## src/rtl/cpu_ctrl_pkg.sv

```systemverilog
// Shared types and constants for the multi-cycle CPU control sequencer.
package cpu_ctrl_pkg;

  typedef enum logic [2:0] {
    IDLE, FETCH, DECODE, EXEC, MEM, WB, HALT
  } state_e;

  localparam logic [3:0] OP_ADD   = 4'h0;
  localparam logic [3:0] OP_SUB   = 4'h1;
  localparam logic [3:0] OP_AND   = 4'h2;
  localparam logic [3:0] OP_OR    = 4'h3;
  localparam logic [3:0] OP_XOR   = 4'h4;
  localparam logic [3:0] OP_LOAD  = 4'h5;
  localparam logic [3:0] OP_STORE = 4'h6;
  localparam logic [3:0] OP_HALT  = 4'hF;

  localparam int OP_MSB  = 15;
  localparam int OP_LSB  = 12;
  localparam int RD_MSB  = 11;
  localparam int RD_LSB  = 8;
  localparam int RS1_MSB = 7;
  localparam int RS1_LSB = 4;
  localparam int RS2_MSB = 3;
  localparam int RS2_LSB = 0;

endpackage

```

## src/rtl/cpu_op_decode.sv

```systemverilog
// Opcode classifier, shared by the sequencer and the operand-select/ALU logic.
module cpu_op_decode
  import cpu_ctrl_pkg::*;
(
  input  logic [3:0] op_i,
  output logic       is_alu_o,
  output logic       is_load_o,
  output logic       is_store_o,
  output logic       is_halt_o,
  output logic       is_illegal_o
);

  always_comb begin
    is_alu_o     = (op_i <= OP_XOR);
    is_load_o    = (op_i == OP_LOAD);
    is_store_o   = (op_i == OP_STORE);
    is_halt_o    = (op_i == OP_HALT);
    is_illegal_o = !(is_alu_o || is_load_o || is_store_o || is_halt_o);
  end

endmodule

```

## src/rtl/cpu_ctrl_fsm.sv

```systemverilog
// Multi-cycle fetch/decode/exec/mem/wb sequencer for the 16-bit CPU.
// Define CPU_CTRL_ILLEGAL_TRAP_EN to make illegal opcodes set a sticky trap and halt.
module cpu_ctrl_fsm
  import cpu_ctrl_pkg::*;
#(
  parameter int N  = 16,
  parameter int AW = 8,
  parameter logic [AW-1:0] RST_PC = '0
) (
  input  logic          clk,
  input  logic          rst_n,
  input  logic          start,
  output logic          mem_req,
  output logic          mem_we,
  output logic [AW-1:0] mem_addr,
  output logic [N-1:0]  mem_wdata,
  input  logic          mem_ack,
  input  logic [N-1:0]  mem_rdata,
  output logic [3:0]    op_code,
  output logic [3:0]    rf_raddr1,
  output logic [3:0]    rf_raddr2,
  input  logic [N-1:0]  rs2_data,
  input  logic [N-1:0]  alu_res,
  output logic          rf_we,
  output logic [3:0]    rf_waddr,
  output logic [N-1:0]  rf_wdata,
  output logic [AW-1:0] pc,
  output logic          busy,
  output logic          halted,
  output logic          trap
);

`ifdef CPU_CTRL_ILLEGAL_TRAP_EN
  localparam state_e ILL_NEXT = HALT;
`else
  localparam state_e ILL_NEXT = FETCH;
`endif

  state_e        state_q, state_d;
  logic [AW-1:0] pc_q;
  logic [N-1:0]  ir_q;
  logic [AW-1:0] addr_q;
  logic [N-1:0]  wdata_q;
  logic [N-1:0]  rfwd_q;
  logic          is_alu, is_load, is_store, is_halt, is_illegal;

  cpu_op_decode u_dec (
    .op_i         (ir_q[OP_MSB:OP_LSB]),
    .is_alu_o     (is_alu),
    .is_load_o    (is_load),
    .is_store_o   (is_store),
    .is_halt_o    (is_halt),
    .is_illegal_o (is_illegal)
  );

  always_ff @(posedge clk or negedge rst_n) begin
    if (!rst_n) state_q <= IDLE;
    else        state_q <= state_d;
  end

  always_comb begin
    state_d = state_q;
    case (state_q)
      IDLE:   if (start) state_d = FETCH;
      FETCH:  if (mem_ack) state_d = DECODE;
      DECODE: begin
        if (is_halt)         state_d = HALT;
        else if (is_illegal) state_d = ILL_NEXT;
        else                 state_d = EXEC;
      end
      EXEC:   state_d = is_alu ? WB : MEM;
      MEM:    if (mem_ack) state_d = is_load ? WB : FETCH;
      WB:     state_d = FETCH;
      HALT:   if (start) state_d = FETCH;
      default: state_d = IDLE;
    endcase
  end

  always_comb begin
    mem_req  = 1'b0;
    mem_we   = 1'b0;
    mem_addr = addr_q;
    rf_we    = 1'b0;
    busy     = 1'b1;
    halted   = 1'b0;
    case (state_q)
      IDLE:  busy = 1'b0;
      FETCH: begin
        mem_req  = 1'b1;
        mem_addr = pc_q;
      end
      MEM: begin
        mem_req = 1'b1;
        mem_we  = is_store;
      end
      WB:    rf_we = 1'b1;
      HALT: begin
        busy   = 1'b0;
        halted = 1'b1;
      end
      default: ;
    endcase
  end

  // Address and store data are captured in EXEC so they stay stable across MEM waits.
  always_ff @(posedge clk or negedge rst_n) begin
    if (!rst_n) begin
      pc_q    <= RST_PC;
      ir_q    <= '0;
      addr_q  <= '0;
      wdata_q <= '0;
      rfwd_q  <= '0;
    end else begin
      if (state_q == FETCH && mem_ack) begin
        ir_q <= mem_rdata;
        pc_q <= pc_q + AW'(1);
      end
      if (state_q == EXEC) begin
        if (is_alu) begin
          rfwd_q <= alu_res;
        end else begin
          addr_q  <= rs2_data[AW-1:0];
          wdata_q <= rs2_data;
        end
      end
      if (state_q == MEM && mem_ack && is_load) rfwd_q <= mem_rdata;
    end
  end

`ifdef CPU_CTRL_ILLEGAL_TRAP_EN
  logic trap_q;
  always_ff @(posedge clk or negedge rst_n) begin
    if (!rst_n)                              trap_q <= 1'b0;
    else if (state_q == DECODE && is_illegal) trap_q <= 1'b1;
  end
  assign trap = trap_q;
`else
  assign trap = 1'b0;
`endif

  assign op_code   = ir_q[OP_MSB:OP_LSB];
  assign rf_waddr  = ir_q[RD_MSB:RD_LSB];
  assign rf_raddr1 = ir_q[RS1_MSB:RS1_LSB];
  assign rf_raddr2 = ir_q[RS2_MSB:RS2_LSB];
  assign mem_wdata = wdata_q;
  assign rf_wdata  = rfwd_q;
  assign pc        = pc_q;

endmodule

```

## config.mk

```make
export PLATFORM = sky130hd
export DESIGN_NAME = cpu_ctrl_fsm
export DESIGN_NICKNAME = d
export VERILOG_FILES = /design/src/rtl/cpu_ctrl_pkg.sv /design/src/rtl/cpu_op_decode.sv /design/src/rtl/cpu_ctrl_fsm.sv
export SDC_FILE = /design/constraint.sdc
export NUM_CORES = 1
export LEC_CHECK = 0
export CAP_MARGIN = 10
export CORE_ASPECT_RATIO = 0.8
export CORE_UTILIZATION = 30
export CTS_BUF_LIST = sky130_fd_sc_hd__clkbuf_4
export CTS_CLUSTER_SIZE = 40
export DETAILED_ROUTE_END_ITERATION = 6
export GPL_TIMING_DRIVEN = 0
export MAX_ROUTING_LAYER = met4
export PLACE_DENSITY_LB_ADDON = 0.25
export SYNTH_ARGS = -nofsm -noshare
export SYNTH_HDL_FRONTEND = slang
export SYNTH_SLANG_ARGS = --single-unit
```

## constraint.sdc

```tcl
create_clock -name clk -period 2 [get_ports clk]
set_input_delay 0.2 -clock clk [delete_from_list [all_inputs] [get_ports clk]]
set_output_delay 0.2 -clock clk [all_outputs]
set_load 0.005 [all_outputs]
```

==> impl_metrics.toml <==
[floorplan]
start_util_pct = 31.05
die_h_um = 88.88
io_pins = 122
num_rows = 31
design.core.area_sq_um = 9115
die_area_sq_um = 9829
die_w_um = 110.6

[logic_synthesis]
synth.distinct_cells = 40
syn_avg_cell_area_sq_um = 12.98
async_flop_share_pct = 100.0
ys_ff_latch = 59
netlist_area_sq_um = 2830
synth_fp_nets = 271
synth_seq_area_share_pct = 52.17
ys_warn_count = 0
netlist_instances = 218
ys.flop_type = "dfrtp_1"
synth_edf_count = 0

[cts]
htreeDepth = 3
clk_pin_slew_worst_paths_ps = 90
cts_sinks = 59
cts_max_path_buffers = 2
numCtsBuffers = 9
cts_tree = "built"
clockRootBuffer = "clkbuf_4"
clock_latency_ps = 390

[grt]
antenna_found_initial = 0
grt-ovfl-total = 0
grt_usage_pct = 15.65
grt_pass1_wl_um = 11560
grt_max_degree = 60
grt_pass1_vias = 2197

[sta]
period_needed_ps = 2040
setup_viol = 4
setup_slack_ps = -39.57
max-slew-margin-rel_pct = 48.78
fin_setup_tns_ps = -139.4
hold_viol = 0
post-route-period-util_pct = 102.0
tightest_slew_ps = 768.3
skew_ps = 11.04
rsz0062_at_grt = "yes"
fmax_mhz = 490.3
drv_slew = 0
hold_ws_ps = 411.5

[routing]
final_antenna_net_count = 0
wire_per_inst_um = 14.99
num_vias = 2176
drc = 0
drt_iter0_drc = 83
drt_first_pass_iters = 4
viasPerCell = 4.543
routed_wl_um = 7179

[status]
status = "finished, violations left"
violations = "negative setup slack"

[final_layout]
design_area_sq_um = 4468
final_layout_size_suffix_gt1_share_pct = 35.71
final_common_cell = "clkdlybuf4s50_1"
fin_util_pct = 49.02
fin_nets = 414
mostFrequentLayoutCells = "clkdlybuf4s50_1, dfrtp_1, mux2_2"
syn2layout_area_growth_pct = 57.87
n_antenna_cell = 0
stdcell_count = 479

[worst_setup_path]
crit_type = "flop to output pin"
cp-start-kind = "flop"
crit_fanout = 5
end_kind = "output pin"
arrival_ps = 1840
crit_required_ps = 1800

[pwr]
irDropWorstVdd_v = 0.0004983
p_leak_nw = 1.845
power_mw = 6.485
power_density_nw_per_um2 = 1451

[placed_design]
dp.cells = 453
portBuffers = 120
pre_cts_ws_ps = -251.5
routabilityCongestion = 0.7632
dp_hpwl_um = 5057
placed_cell_area_sq_um = 4173

[min_path]
hp-class = "input port to flop"

[flow_run]
maxCapViolCount = 0
[layer usage]
metal | vias up | GRT usage (%) | share of wire [%]
met5 | - | - | 0
met4 | 0 | 4.848 | 1.4
met3 | 8 | 4.384 | 4.5
met2 | 61 | 23.09 | 47
met1 | 1044 | 20.86 | 47
li1 | 1063 | - | -
[area by class of cell]
| type | count | area (sq um) |
|---|---|---|
| fillers | 840 | 4647 |
| flip-flops and latches | 59 | 1476 |
| repair buffers | 133 | 1304 |
| multi-input cells | 143 | 1287 |
| well taps | 115 | 143.9 |
| plain buffers | 13 | 127.6 |
| clock buffers | 10 | 75.07 |
| clock inverters | 4 | 43.79 |
| inverters | 2 | 10.01 |
[synth_stat cells, types with 4 or more instances]
master,n,area share (%)
dfrtp_1,59,52
mux2_2,41,16
a21oi_2,16,5.0
mux2i_1,16,5.7
nor2_2,14,3.1
xnor2_1,7,2.2
buf_2,6,1.1
buf_6,4,1.6
nor2_1,4,0.53
o21ai_0,4,0.71
[cells by family after synthesis]
group / share of synthesized area (%)
flops: 52.17
mux: 21.97
simple gates: 11.54
compound gates: 7.427
buf+inv: 3.846
xor+xnor: 2.476
fa+ha+maj: 0.4420
other cells: 0.1325
[power by group]
part,internal [mW],total (mW),switching [mW]
sequential,1.77,2.20,0.436
combinational,2.36,3.50,1.14
clock,0.374,0.786,0.411
total,4.50,6.48,1.98
[registers in the layout, summed over array words and instances, names as in the netlist]
| signal | flops |
|---|---|
| ir_q | 16 |
| rf_wdata | 16 |
| mem_wdata | 9 |
| pc | 8 |
| addr_q | 7 |
| state_q | 3 |
[path summary, 6_finish.rpt]
path / slack [ps] / depth (start not counted) / to / start
hold reg to reg: 510 / 1 / mem_wdata[13] / mem_wdata[13]
hold / removal: 410 / 2 / mem_wdata[12] / rs2_data[12]
setup reg to reg: 80 / 6 / ir_q[9] / state_q[1]
setup / recovery: -40 / 7 / mem_addr[4] / state_q[0]
max in group asynchronous: 1070 / 2 / rf_wdata[3] / rst_n
min in group asynchronous: 420 / 2 / addr_q[5] / rst_n
[critical path, stage by stage (launching register included)]
cell and delay [ps]:
dfrtp_1 410, buf_6 130, nor2b_4 120, and2_4 160, buf_6 130, buf_6 110, mux2_4 290, buf_6 110
[repair_timing]
item,in CTS,in global routing
pin swaps,1,1
setup endpoints to repair,23,36
hold buffers,1,0
buffers inserted,11,0
endpoints found under the hold margin,59,0
gates cloned,1,0
resized for setup,54,21
(Power assumes the default switching activity.)
